File: config.mk
export PLATFORM = sky130hd
export DESIGN_NAME = instruction_loader
export DESIGN_NICKNAME = d
export VERILOG_FILES = /design/src/rtl/instruction_loader.sv
export SDC_FILE = /design/constraint.sdc
export NUM_CORES = 1
export LEC_CHECK = 0
export CORE_UTILIZATION = 55
export CTS_CLUSTER_SIZE = 14
export DETAILED_ROUTE_END_ITERATION = 8
export PLACE_DENSITY = 0.79
export SYNTH_ARGS = -nofsm -noshare
export SYNTH_HDL_FRONTEND = slang
export SYNTH_SLANG_ARGS = --single-unit
File: constraint.sdc
create_clock -name clk -period 3.55 [get_ports clk]
set_input_delay 0.71 -clock clk [delete_from_list [all_inputs] [get_ports clk]]
set_output_delay 0.71 -clock clk [all_outputs]
set_load 0.02 [all_outputs]
File: src/rtl/instruction_loader.sv
// Byte-stream instruction image loader feeding the processor's instruction-initialisation port.
// Optional trailing XOR checksum byte is enabled with `define LOADER_CHECKSUM_EN.
module instruction_loader #(
    parameter int DATA_WIDTH    = 32,
    parameter int ADDRESS_WIDTH = 12,
    parameter int BASE_ADDR     = 0
) (
    input  logic                     clk,
    input  logic                     reset,
    input  logic                     start,
    input  logic [7:0]               byte_data,
    input  logic                     byte_valid,
    output logic                     byte_ready,
    output logic [ADDRESS_WIDTH-1:0] ram_init_wadrs,
    output logic [DATA_WIDTH-1:0]    ram_write_instruction,
    output logic                     initialize_instructions,
    output logic                     busy,
    output logic                     done,
    output logic                     error,
    output logic [ADDRESS_WIDTH:0]   words_loaded
);

    // state   | meaning
    // IDLE    | waiting for start after reset
    // HDR_LO  | receiving word-count low byte
    // HDR_HI  | receiving word-count high byte, range check
    // COLLECT | assembling a little-endian word
    // COMMIT  | presenting address/data to the RAM write port
    // CKSUM   | receiving checksum byte (checksum build only)
    // FLUSH   | one extra write edge with final address/data
    // DONE    | image loaded, write port released
    // ERROR   | bad header or checksum, left only by reset

    localparam int BYTES  = DATA_WIDTH / 8;
    localparam int BIDX_W = (BYTES > 1) ? $clog2(BYTES) : 1;
    localparam logic [BIDX_W-1:0] LAST_BYTE = BIDX_W'(BYTES - 1);
    localparam int unsigned MAX_WORDS = (1 << ADDRESS_WIDTH) - BASE_ADDR;
    localparam logic [ADDRESS_WIDTH-1:0] BASE = ADDRESS_WIDTH'(BASE_ADDR);

    typedef enum logic [3:0] {
        S_IDLE,
        S_HDR_LO,
        S_HDR_HI,
        S_COLLECT,
        S_COMMIT,
`ifdef LOADER_CHECKSUM_EN
        S_CKSUM,
`endif
        S_FLUSH,
        S_DONE,
        S_ERROR
    } state_t;

    state_t                 state;
    logic [7:0]             hdr_lo;
    logic [15:0]            n_words;
    logic [BIDX_W-1:0]      byte_idx;
    logic [ADDRESS_WIDTH:0] word_idx;
    logic [DATA_WIDTH-1:0]  word_buf;
`ifdef LOADER_CHECKSUM_EN
    logic [7:0]             csum;
`endif

    logic        xfer;
    logic [15:0] hdr_n;
    logic        more_words;

    assign xfer       = byte_valid && byte_ready;
    assign hdr_n      = {byte_data, hdr_lo};
    assign more_words = (32'(word_idx) + 32'd1) < 32'(n_words);

    always_ff @(posedge clk) begin
        if (reset) begin
            state                   <= S_IDLE;
            hdr_lo                  <= '0;
            n_words                 <= '0;
            byte_idx                <= '0;
            word_idx                <= '0;
            word_buf                <= '0;
`ifdef LOADER_CHECKSUM_EN
            csum                    <= '0;
`endif
            byte_ready              <= 1'b0;
            ram_init_wadrs          <= '0;
            ram_write_instruction   <= '0;
            initialize_instructions <= 1'b0;
            busy                    <= 1'b0;
            done                    <= 1'b0;
            error                   <= 1'b0;
            words_loaded            <= '0;
        end else begin
            case (state)
                S_IDLE, S_DONE: begin
                    // Entering DONE from FLUSH releases the processor on this edge
                    initialize_instructions <= 1'b0;
                    if (start) begin
                        state        <= S_HDR_LO;
                        byte_ready   <= 1'b1;
                        busy         <= 1'b1;
                        done         <= 1'b0;
                        words_loaded <= '0;
                        byte_idx     <= '0;
                        word_idx     <= '0;
`ifdef LOADER_CHECKSUM_EN
                        csum         <= '0;
`endif
                    end else if (state == S_DONE) begin
                        done <= 1'b1;
                    end
                end
                S_HDR_LO: begin
                    if (xfer) begin
                        hdr_lo <= byte_data;
                        state  <= S_HDR_HI;
                    end
                end
                S_HDR_HI: begin
                    if (xfer) begin
                        n_words <= hdr_n;
                        if (hdr_n == 16'd0 || 32'(hdr_n) > MAX_WORDS) begin
                            state      <= S_ERROR;
                            byte_ready <= 1'b0;
                            busy       <= 1'b0;
                            error      <= 1'b1;
                        end else begin
                            state <= S_COLLECT;
                        end
                    end
                end
                S_COLLECT: begin
                    if (xfer) begin
                        word_buf[8*byte_idx +: 8] <= byte_data;
`ifdef LOADER_CHECKSUM_EN
                        csum <= csum ^ byte_data;
`endif
                        if (byte_idx == LAST_BYTE) begin
                            byte_idx   <= '0;
                            byte_ready <= 1'b0;
                            state      <= S_COMMIT;
                        end else begin
                            byte_idx <= byte_idx + 1'b1;
                        end
                    end
                end
                S_COMMIT: begin
                    ram_init_wadrs          <= BASE + word_idx[ADDRESS_WIDTH-1:0];
                    ram_write_instruction   <= word_buf;
                    initialize_instructions <= 1'b1;
                    words_loaded            <= words_loaded + 1'b1;
                    word_idx                <= word_idx + 1'b1;
                    if (more_words) begin
                        state      <= S_COLLECT;
                        byte_ready <= 1'b1;
                    end else begin
`ifdef LOADER_CHECKSUM_EN
                        state      <= S_CKSUM;
                        byte_ready <= 1'b1;
`else
                        state      <= S_FLUSH;
`endif
                    end
                end
`ifdef LOADER_CHECKSUM_EN
                S_CKSUM: begin
                    if (xfer) begin
                        byte_ready <= 1'b0;
                        if (byte_data == csum) begin
                            state <= S_FLUSH;
                        end else begin
                            // Write port stays claimed so a corrupt image never runs
                            state <= S_ERROR;
                            busy  <= 1'b0;
                            error <= 1'b1;
                        end
                    end
                end
`endif
                S_FLUSH: begin
                    state <= S_DONE;
                    busy  <= 1'b0;
                end
                S_ERROR: begin
                    state <= S_ERROR;
                end
                default: begin
                    state <= S_IDLE;
                end
            endcase
        end
    end

endmodule

; ---- After elaboration in Yosys (flattened, before gate mapping)
; Cells that the tools add are included.
[totals]
regBits = 137
input_bits = 12
elab_cells = 85
[classes]
add_sub_neg = 5
magnitude_cmp = 2
n_eq_ne = 15
n_shift = 2
mux = 27
reduce_logical = 20
[ops]
columns = op, n
row1 = $pmux 13 s2, 2
row2 = $neg 5->34, 1
row3 = $shift 8x34->32 const A, 1
row4 = $shiftx 8x34->32, 1
row5 = $bwmux 32, 1
row6 = $pmux 4 s7, 1
row7 = $add 13x1->13 const B, 2
row8 = $mux 4, 5
row9 = $eq 4x3->1 const B, 4
row10 = $gt 16x13->1 const B, 1
row11 = $logic_not 16->1, 1
row12 = $lt 14x16->1, 1
row13 = $add 13x1->14 const B, 1
row14 = $ne 2x2->1 const B, 7
row15 = $mux 13, 1
row16 = $reduce_and 2->1, 5
row17 = $eq 4x2->1 const B, 2
row18 = $mux 1, 8
row19 = $reduce_and 7->1, 1
row20 = $mux 2, 3
row21 = $mux 3, 2
row22 = $reduce_and 3->1, 2
row23 = $reduce_bool 2->1, 3
row24 = $reduce_and 5->1, 1
row25 = other kinds (14), 14

; ---- Depth between registers and ports, before layout
; Gate-level depths: netlist (run 1).
[logic_depth]
ltp_word = 5
mapped_depth = 11
mapped_depth_nobuf = 11

; ---- Least setup slack after synthesis (run 1)
; OpenSTA, ideal clock, no wires.
[synth_path]
kind = register to register
from = reg word_idx[0]
to = reg byte_ready
setup_time_ns = 0.127
t_arrival_ns = 2.550
setup_slack_ns = 0.873
path_stages_with_launch = 12
path_buffers = 0
synth_period_minus_slack_ns = 2.677
path_cell_list = dfxtp_1 > ha_1 > nand3_2 > nor3_4 > nand3_1 > xnor2_1 > ha_1 > nand4_1 > a2111oi_0 > a22oi_1 > a41oi_1 > o31ai_1
[synth_between]
elab_chain_cells = 4
[synth_rtl]
columns = element, line_no
row1 = start: declaration, 58  ; logic [ADDRESS_WIDTH:0] word_idx;
row2 = start signal: assignment, 150  ; word_idx <= word_idx + 1'b1;
row3 = $add 13x1->14, 70  ; assign more_words = (32'(word_idx) + 32'd1) < 32'(n_words);
row4 = $lt 14x16->1, 70
row5 = $ne 2x2->1 (no source line), -
row6 = $reduce_and 7->1 (no source line), -
row7 = end signal: assignment, 83  ; byte_ready <= 1'b0;
row8 = end signal: assignment, 98  ; byte_ready <= 1'b1;
row9 = end signal: assignment, 122  ; byte_ready <= 1'b0;
row10 = end: declaration, 13  ; output logic byte_ready,
; Every way passes these cells.
; A chain may end at the register's enable or synchronous reset.

; ---- Worst setup path in the final report (run 1)
; Ends and elaborated chain as after synthesis.

==> reports/qor.yml, run 1 <==
timing:
  drv_slew: 0
  worst_pin_slew_ns: 0.968
  hold_violations: 0
  min_period_ns: 3.10
  fin_skew_ns: 0.00481
  rsz0062_at_grt: "false"
  tns_ns: 0
  max_freq_mhz: 323
  setup_ws_ns: 0.452
  setup_viol: 0
  whs_ns: 0.453
  slew_headroom: 0.354
  fin_crit_sh: 0.873
place:
  pre_cts_ws_ns: 0.485
  io_buffers: 73
  dp_hpwl_mm: 9.44
  place_congestion: 0.936
global_route:
  grt_max_degree: 78
  use_met3: 0.0693
  grt_pass1_vias: 5177
  overflow: 0
  grt_pass1_wl_mm: 23.8
  antenna_found_initial: 0
  grt_util_met2: 0.440
  met1_usage: 0.319
  busiest_layer: "met2"
  track_usage: 0.264
setup_path:
  start_kind: "register"
  ff2ff_path_depth: 11
  critPathKind: "register to register"
  required_ns: 3.95
  crit_arrival_ns: 3.49
  end_kind: "register"
  critical_path.max_fanout: 7
  rrSetupSlack_ns: 0.45
floorplanning:
  io_pins: 74
  num_rows: 37
  dieArea_sq_um: 11400
  dieHeight_um: 107
  die_w_um: 107
  start_util: 0.575
  core_area_sq_um: 10500
synthesis:
  synth-seq-cells: 136
  synth_fa_ha_area_frac: 0.0437
  synth_top_family_by_area: "simple AND/OR/NAND/NOR gates"
  synth_nets: 783
  synthArstFlopShare: 0
  synth-compound-area-share: 0.160
  netlist_area_sq_um: 6010
  synth.distinct_cells: 53
  synth_top_area_cell: "dfxtp_1"
  synth_edf_count: 0
  yosysSeqAreaShare: 0.453
  synth_simple_gate_area_share: 0.252
  avgSynthCellArea_sq_um: 8.02
  synthFlopType: "dfxtp_1"
  netlist_instances: 750
  yosys_warnings: 0
  synth.area.top_cells: "dfxtp_1, nand2_1, a21oi_1"
  yosys.area_share.xor_xnor: 0.0219
  synth_top_area_share: 0.453
  synth.area.mux_share: 0.0227
cts:
  cts.path.max_buffers: 2
  cts_buffers: 17
  ctsRootBufferMaster: "clkbuf_8"
  cts_setup_buffers: 0
  clock_latency_ns: 0.53
  cts_hold_buffers: 0
  cts_resized: 0
  clkSinkCount: 136
  cts_tree: "done"
  clkSlewWorstSetupHoldPaths_ns: 0.07
  h-tree-depth: 4
detailed_routing:
  vias: 5410
  ant_nets: 0
  drt-initial-drc-count: 339
  avgViaCountPerCell: 5.68
  firstDrtPassIters: 5
  wl_per_cell_um: 15.0
  drc_errors: 0
  finalWirelength_mm: 14.3
pwr:
  vdd_drop_max_mv: 0.495
  leakagePower_uw: 0.00257
  power.total_uw: 3860
  powerDensity_nw_per_um2: 522
cells_and_area:
  drive_gt1_frac: 0.0722
  syn2layout_area_growth_pct: 23.1
  postLayoutCoreUtil: 0.707
  num-nets-final: 837
  antenna_cells: 0
worst_hold_path:
  whs_path_depth: 2
  hold_class: "register to register"
flow_run:
  max_cap_violations: 0
status:
  status: "finished clean"
## logic make-up (layout without fill, tap and decap cells)
logic type,after synthesis,in the layout
and+or+nand+nor,327,327
AOI/OAI and AO/OA,169,169
DFF,136,136
buffers and inverters,69,136
adders and majority gates,21,21
xor gates and xnor gates,15,15
muxes,13,13
## report_power, final
group	switching [uW]	internal [uW]	leakage, uW
clock network	708	1020	0.000282
registers	80.8	1560	0.00110
logic	302	191	0.00119
## through the flow
step / std cells / cell area (sq um)
after floorplan: 750 / 6010
after global placement: 921 / 6820
after detailed placement: 921 / 6820
after CTS: 953 / 7400
after global routing: 953 / 7400
final: 953 / 7400
## layout by cell type, fill, tap and decap left out, types with 9 or more instances in the layout
master,n
nand3_1,45
clkbuf_16,16
clkdlybuf4s50_1,72
inv_1,20
o21ai_0,19
nor2_1,39
ha_1,21
a21oi_1,114
xnor2_1,9
nand2_1,181
dfxtp_1,136
buf_4,10
nor3_1,9
## sequential cells by signal (all words and copies together), names as in the netlist, 2 cells and up
register and cells:
word_buf 32, word_idx 13, hdr_lo 8, ram_write_instruction 32, words_loaded 13, ram_init_wadrs 12
byte_idx 2, state 3, n_words 16
## layer usage
metal,wire (um),part of all wire
met1,6140,0.43
met2,7030,0.49
met3,805,0.056
met4,365,0.025
met5,0,0
## area by class of cell
class / count / area [sq um]
Clock buffer: 17 / 414
Clock inverter: 15 / 166
Fill cell: 866 / 3060
Inverter: 20 / 75.1
Multi-Input combinational cell: 545 / 3020
Sequential cell: 136 / 2720
Tap cell: 136 / 170
Timing Repair Buffer: 84 / 836
## worst max-delay path: stages, from the launching register on
cell	delay, ns
dfxtp_1	0.46
ha_1	0.29
nand3_2	0.19
nor3_4	0.36
nand3_1	0.18
xnor2_1	0.18
ha_1	0.31
nand4_1	0.10
a2111oi_0	0.36
a22oi_1	0.18
a41oi_1	0.26
o31ai_1	0.09
## Yosys cell counts, drive strengths merged (5+ instances only)
cell type,instances
nand2,181
dfxtp,136
a21oi,114
nand3,47
nor2,39
clkbuf,38
ha,21
inv,20
o21ai,19
nor3,12
buf,11
xnor2,9
mux2i,8
and3,7
nor3b,6
nor4,6
xor2,6
a311oi,5
mux2,5
## worst paths after layout
check                      startpoint                  endpoint
min          n_words[15]$_SDFFE_PP0P_  n_words[15]$_SDFFE_PP0P_
min reg2reg  n_words[15]$_SDFFE_PP0P_  n_words[15]$_SDFFE_PP0P_
max reg2reg  word_idx[0]$_SDFFE_PP0P_   byte_ready$_SDFFE_PP0P_
max          word_idx[0]$_SDFFE_PP0P_   byte_ready$_SDFFE_PP0P_
Power figures use the tool's default switching activity.
==> inputs of run 2 (changes only) <==
Settings changed: CORE_UTILIZATION 55 to 58, CTS_BUF_LIST from default to sky130_fd_sc_hd__clkbuf_4, PLACE_DENSITY 0.79 to 0.83.
==> run 2 against run 1 <==
  * Power fell by 17%
  * Register-to-register slack worse by 0.09 ns
  * Routed wire length fell by 2.1%
  * Sequential share of layout area grew 1.6 points
  * Final area is 4.1% lower
  * Via count up 0.83%
  * Non-clock buffer count grew 1
  * Largest cell class unchanged
  * Die area fell by 5.1%
  * Critical path depth did not move
  * Clock skew increased by 0.0095 ns
==> reports/qor.yml, run 2 (synthesis gave the netlist of run 1 again) <==
place:
  place_congestion: 0.868  # was 0.936
  dp_hpwl_mm: 9.63  # was 9.44 mm
  pre_cts_ws_ns: 0.394  # was 0.485 ns
  post_dp_cell_area_sq_um: 6800  # was 6820 sq um
  io_buffers: 73  # unchanged
timing:
  fin_skew_ns: 0.0143  # was 0.00481 ns
  fin_crit_sh: 0.899  # was 0.873
  tns_ns: 0  # unchanged
  setup_ws_ns: 0.359  # was 0.452 ns
  hold_violations: 0  # unchanged
  worst_pin_slew_ns: 0.899  # was 0.968 ns
  rsz0062_at_grt: "false"  # unchanged
  max_freq_mhz: 313  # was 323 MHz
  min_period_ns: 3.19  # was 3.10 ns
  slew_headroom: 0.399  # was 0.354
  drv_slew: 0  # unchanged
  setup_viol: 0  # unchanged
setup_path:
  critPathKind: "register to register"  # unchanged
  startpoint: "word_idx[0]$_SDFFE_PP0P_"  # unchanged
  crit_arrival_ns: 3.58  # was 3.49 ns
  end_kind: "register"  # unchanged
  cpMostUsedCell: "ha_1"  # unchanged
  crit_buf_inv: 0  # unchanged
  required_ns: 3.94  # was 3.95 ns
  rr_endpoint: "byte_ready$_SDFFE_PP0P_"  # unchanged
  critical_path.max_fanout: 7  # unchanged
  rrSetupSlack_ns: 0.36  # was 0.45 ns
  crit_cells: 11  # unchanged
  cpPeakStageDelay_ns: 0.49  # was 0.46 ns
  worst_path_max_delay_cell: "dfxtp_1"  # unchanged
  crit_path_cell_trace: "ha_1 -> nand3_2 -> nor3_4 -> nand3_1 -> xnor2_1 -> ha_1 -> nand4_1 -> a2111oi_0 -> a22oi_1 -> a41oi_1 -> o31ai_1"  # unchanged
  start_kind: "register"  # unchanged
  crit_family: "compound AO/OA/AOI/OAI gates"  # unchanged
  ff2ff_path_depth: 11  # unchanged
  reg2reg_from: "word_idx[0]$_SDFFE_PP0P_"  # unchanged
cells_and_area:
  ff_latch_area_sq_um: 2720  # unchanged
  syn2layout_area_growth_pct: 18.0  # was 23.1%
  final_area_sq_um: 7100  # was 7400 sq um
  antenna_cells: 0  # unchanged
  num-nets-final: 838  # was 837
  multi_input_area_sq_um: 3020  # unchanged
  drive_gt1_frac: 0.0733  # was 0.0722
  layout_common_cells: "nand2_1, dfxtp_1, a21oi_1"  # unchanged
  fill_cells: 801  # was 866
  reg_top3: "ram_write_instruction (32), word_buf (32), n_words (16)"  # unchanged
  final_common_cell: "nand2_1"  # unchanged
floorplanning:
  core_area_sq_um: 9910  # was 10500 sq um
  start_util: 0.607  # was 0.575
  dieArea_sq_um: 10800  # was 11400 sq um
  num_rows: 36  # was 37
  dieHeight_um: 104  # was 107 um
  io_pins: 74  # unchanged
  die_w_um: 104  # was 107 um
global_route:
  antenna_found_initial: 0  # unchanged
  track_usage: 0.263  # was 0.264
  overflow: 0  # unchanged
  grt_pass1_wl_mm: 23.5  # was 23.8 mm
  grt_max_degree: 84  # was 78
  grt_pass1_vias: 5067  # was 5177
detailed_routing:
  drt-initial-drc-count: 300  # was 339
  vias: 5455  # was 5410
  avgViaCountPerCell: 5.74  # was 5.68
  drc_errors: 0  # unchanged
  finalWirelength_mm: 14.0  # was 14.3 mm
  wl_per_cell_um: 14.8  # was 15.0 um
  firstDrtPassIters: 5  # unchanged
  ant_nets: 0  # unchanged
worst_hold_path:
  hold_start: "word_buf[2]$_SDFFE_PP0P_"  # was n_words[15]$_SDFFE_PP0P_
  worstHoldEndpoint: "ram_write_instruction[2]$_SDFFE_PP0P_"  # was n_words[15]$_SDFFE_PP0P_
  whs_path_depth: 2  # unchanged
  hold_class: "register to register"  # unchanged
cts:
  cts_setup_buffers: 0  # unchanged
  h-tree-depth: 4  # unchanged
  cts_buffers: 17  # unchanged
  cts_tree: "done"  # unchanged
  clkSlewWorstSetupHoldPaths_ns: 0.13  # was 0.07 ns
  clock_latency_ns: 0.53  # about the same
  cts_hold_buffers: 0  # unchanged
  cts_resized: 0  # unchanged
  cts.path.max_buffers: 2  # unchanged
  ctsRootBufferMaster: "clkbuf_4"  # was clkbuf_8
  clkSinkCount: 136  # unchanged
status:
  status: "finished clean"  # unchanged
pwr:
  leakagePower_uw: 0.00243  # was 0.00257 uW
  vdd_drop_max_mv: 0.262  # was 0.495 mV
  powerDensity_nw_per_um2: 450  # was 522 nW/um^2
flow_run:
  max_cap_violations: 0  # unchanged
==> run 2: cell count changes in the layout (fill, tap and decap cells not counted), sizes merged <==
cell | previous run | this run
inv | 27 | 26
clkinvlp | 2 | 6
buf | 12 | 13
clkinv | 4 | 1
==> run 2: report_power, final <==
part           internal [uW]  switching (uW)
clock                    432             624
combinational            186             306
sequential              1560            81.3
total                   2180            1010
==> run 2: how the worst max path moves through the flow <==
| stage | end | slack, ns |
|---|---|---|
| 3_5_place_dp | byte_ready$_SDFFE_PP0P_ | 0.39 |
| 4_1_cts | byte_ready$_SDFFE_PP0P_ | 0.36 |
| 3_3_place_gp | byte_ready$_SDFFE_PP0P_ | 0.66 |
| 6_report | byte_ready$_SDFFE_PP0P_ | 0.36 |
| 5_1_grt | byte_ready$_SDFFE_PP0P_ | 0.11 |
| 2_1_floorplan | byte_ready$_SDFFE_PP0P_ | 0.87 |
==> run 2: area by class of cell <==
| type | instances | area share |
|---|---|---|
| Clock inverter | 15 | 0.0238 |
| Multi-Input combinational cell | 545 | 0.425 |
| Inverter | 20 | 0.0106 |
| Sequential cell | 136 | 0.384 |
| Tap cell | 133 | 0.0235 |
| Clock buffer | 17 | 0.0180 |
| Timing Repair Buffer | 85 | 0.115 |
==> run 2: metrics by stage <==
step	power, uW	instances	hold slack [ns]	util
2_1_floorplan	2010	750	0.431	-
3_3_place_gp	2140	919	0.438	0.686
3_5_place_dp	2160	919	0.448	0.686
4_1_cts	3200	951	0.452	0.716
5_1_grt	3330	951	0.476	0.716
6_report	3190	951	0.450	0.716
==> run 2: routing by layer <==
metal  wire [um]  GRT usage  part of all wire
met3         843     0.0529             0.060
met5           0          0                 0
met2        7060      0.468              0.50
met4         210     0.0878             0.015
met1        5920      0.317              0.42
==> run 2: worst min-delay path, delay by kind of cell (launching register included) <==
family,cells,cell delay [ns]
DFF,1,0.33
and+or+nand+nor,1,0.05
AOI/OAI and AO/OA,1,0.05
==> inputs of run 3 (changes only) <==
Settings changed: CORE_UTILIZATION 58 to 52, PLACE_DENSITY 0.83 to 0.78.
Clock period 3.55 ns to 2.8 ns, I/O delays scaled along.
==> run 3 against run 2 <==
  * Die area rose by 11%
  * Register-to-register slack got worse by 0.16 ns
  * Critical endpoint unchanged
  * Global-route usage fell by 1.9 points
  * Largest power group unchanged
  * Power rose by 26%
  * Clock power rose by 19%
  * Fmax rose by 23%
==> reports/qor.yml, run 3 (synthesis gave the netlist of run 1 again) <==
status:
  status: "finished clean"  # unchanged
cts:
  cts_buffers: 17  # unchanged
  clkSinkCount: 136  # unchanged
  ctsRootBufferMaster: "clkbuf_4"  # unchanged
  cts.path.max_buffers: 2  # unchanged
  cts_tree: "done"  # unchanged
  clkSlewWorstSetupHoldPaths_ns: 0.12  # was 0.13 ns
  cts_setup_buffers: 0  # unchanged
  h-tree-depth: 4  # unchanged
  cts_hold_buffers: 0  # unchanged
  clock_latency_ns: 0.52  # was 0.53 ns
floorplanning:
  dieArea_sq_um: 12000  # was 10800 sq um
  die_w_um: 110  # was 104 um
  dieHeight_um: 110  # was 104 um
  start_util: 0.545  # was 0.607
  num_rows: 38  # was 36
  core_area_sq_um: 11000  # was 9910 sq um
  io_pins: 74  # unchanged
pwr:
  p_seq_frac: 0.504  # was 0.515
  power.share.switching: 0.307  # was 0.317
  p_int_uw: 2780  # was 2180 uW
  power.total_uw: 4020  # was 3190 uW
  comb_power_share: 0.181  # was 0.154
  powerDensity_nw_per_um2: 550  # was 450 nW/um^2
  vdd_drop_max_mv: 0.315  # was 0.262 mV
  leakagePower_uw: 0.00254  # was 0.00243 uW
  clock_power_share: 0.315  # was 0.331
  p_switching_uw: 1230  # was 1010 uW
flow_run:
  max_cap_violations: 0  # unchanged
detailed_routing:
  wl_per_cell_um: 14.4  # was 14.8 um
  finalWirelength_mm: 14.1  # was 14.0 mm
  ant_nets: 0  # unchanged
  drc_errors: 0  # unchanged
  routed.top_layer: "met4"  # unchanged
  dr_wl_met3_um: 622  # was 843 um
  wl_met1_mm: 6.31  # was 5.92 mm
  firstDrtPassIters: 5  # unchanged
  vias: 5480  # was 5455
  met2WireLength_mm: 6.85  # was 7.06 mm
  avgViaCountPerCell: 5.60  # was 5.74
  drt-initial-drc-count: 243  # was 300
place:
  pre_cts_ws_ns: -0.0205  # was 0.394 ns
  io_buffers: 73  # unchanged
  dp_hpwl_mm: 9.83  # was 9.63 mm
  place_congestion: 0.944  # was 0.868
setup_path:
  end_kind: "register"  # unchanged
  worst_path_max_delay_cell: "dfxtp_2"  # was dfxtp_1
  required_ns: 3.21  # was 3.94 ns
  cpPeakStageDelay_ns: 0.41  # was 0.49 ns
  critical_path.max_fanout: 7  # unchanged
  critPathKind: "register to register"  # unchanged
  cpMostUsedCell: "ha_1"  # unchanged
  crit_path_cell_trace: "ha_1 -> nand3_2 -> nor3_4 -> nand3_1 -> xnor2_1 -> ha_1 -> nand4_1 -> a2111oi_4 -> a22oi_2 -> a41oi_1 -> o31ai_1"  # was ha_1 -> nand3_2 -> nor3_4 -> nand3_1 -> xnor2_1 -> ha_1 -> nand4_1 -> a2111oi_0 -> a22oi_1 -> a41oi_1 -> o31ai_1
  crit_buf_inv: 0  # unchanged
  crit_arrival_ns: 3.01  # was 3.58 ns
  crit_family: "compound AO/OA/AOI/OAI gates"  # unchanged
  start_kind: "register"  # unchanged
global_route:
  track_usage: 0.244  # was 0.263
  grt_pass1_wl_mm: 23.0  # was 23.5 mm
  grt_pass1_vias: 5067  # unchanged
  antenna_found_initial: 0  # unchanged
  overflow: 0  # unchanged
  grt_max_degree: 61  # was 84
timing:
  min_period_ns: 2.60  # was 3.19 ns
  fin_skew_ns: 0.0142  # was 0.0143 ns
  worst_pin_slew_ns: 0.844  # was 0.899 ns
  max_freq_mhz: 384  # was 313 MHz
  setup_viol: 0  # unchanged
  drv_slew: 0  # unchanged
  slew_headroom: 0.433  # was 0.399
  fin_crit_sh: 0.930  # was 0.899
  setup_ws_ns: 0.196  # was 0.359 ns
  hold_violations: 0  # unchanged
cells_and_area:
  antenna_cells: 0  # unchanged
  final_common_cell: "nand2_1"  # unchanged
  num-nets-final: 858  # was 838
  fill_cells: 944  # was 801
  ff_latch_area_sq_um: 2730  # was 2720 sq um
  layout_common_cells: "nand2_1, dfxtp_1, a21oi_1"  # unchanged
  syn2layout_area_growth_pct: 21.4  # was 18.0%
  multi_input_area_sq_um: 3040  # was 3020 sq um
  drive_gt1_frac: 0.103  # was 0.0733
  reg_top3: "ram_write_instruction (32), word_buf (32), n_words (16)"  # unchanged
worst_hold_path:
  hold_class: "register to register"  # unchanged
## run 3: cell types whose count changed in the layout (fill, tap and decap cells not counted), moves of 2 or more
cell,before,now
buf_4,13,31
clkinv_2,0,2
dfxtp_2,0,5
dfxtp_1,136,131
buf_12,0,2
clkinv_4,1,4
inv_6,5,1
## run 3: power by group through the flow
stage	Sequential (uW)	Clock [uW]	Combinational, uW
global route	2030	1370	792
detailed placement	2070	0	706
floorplan	2070	0	476
CTS	2020	1290	710
finish	2020	1260	726
global placement	2060	0	688
## run 3: cell type report
class	count	share of cell area
clock buffers	17	0.0175
clock inverters	15	0.0213
inverters	20	0.0103
multi-input cells	545	0.417
flip-flops and latches	136	0.374
well taps	140	0.0240
repair buffers	105	0.136
## run 3: metal layers
layer	track usage	up-vias
met3	0.0569	33
li1	-	2722
met5	0	-
met1	0.298	2583
met4	0.0981	0
met2	0.414	142
## run 3: final timing paths
kind                                  from                                    end  slack [ns]  depth (start not counted)
setup / recovery  word_idx[0]$_SDFFE_PP0P_                byte_ready$_SDFFE_PP0P_        0.20                         11
setup reg to reg  word_idx[0]$_SDFFE_PP0P_                byte_ready$_SDFFE_PP0P_        0.20                         11
hold reg to reg   word_buf[3]$_SDFFE_PP0P_  ram_write_instruction[3]$_SDFFE_PP0P_        0.46                          2
hold / removal    word_buf[3]$_SDFFE_PP0P_  ram_write_instruction[3]$_SDFFE_PP0P_        0.46                          2
## run 3: worst min-delay path, stage by stage, from the launching register on
cell and delay [ns]:
dfxtp_1 0.33, nand2_1 0.05, a21oi_1 0.05
## run 3: per-stage QoR
stage	TNS [ns]	cells	util	instance area (sq um)	hold slack (ns)
floorplan	0	750	-	6010	0.431
global placement	0	946	0.633	6980	0.437
detailed placement	-0.0205	946	0.633	6980	0.446
finish	0	978	0.661	7300	0.458
CTS	0	978	0.659	7270	0.442
global route	-0.00789	978	0.661	7300	0.471
## run 3: what timing repair did
action,in CTS,in global routing
pin swaps,0,1
resized for setup,1,8
hold endpoints to repair,0,0
setup endpoints to repair,1,3
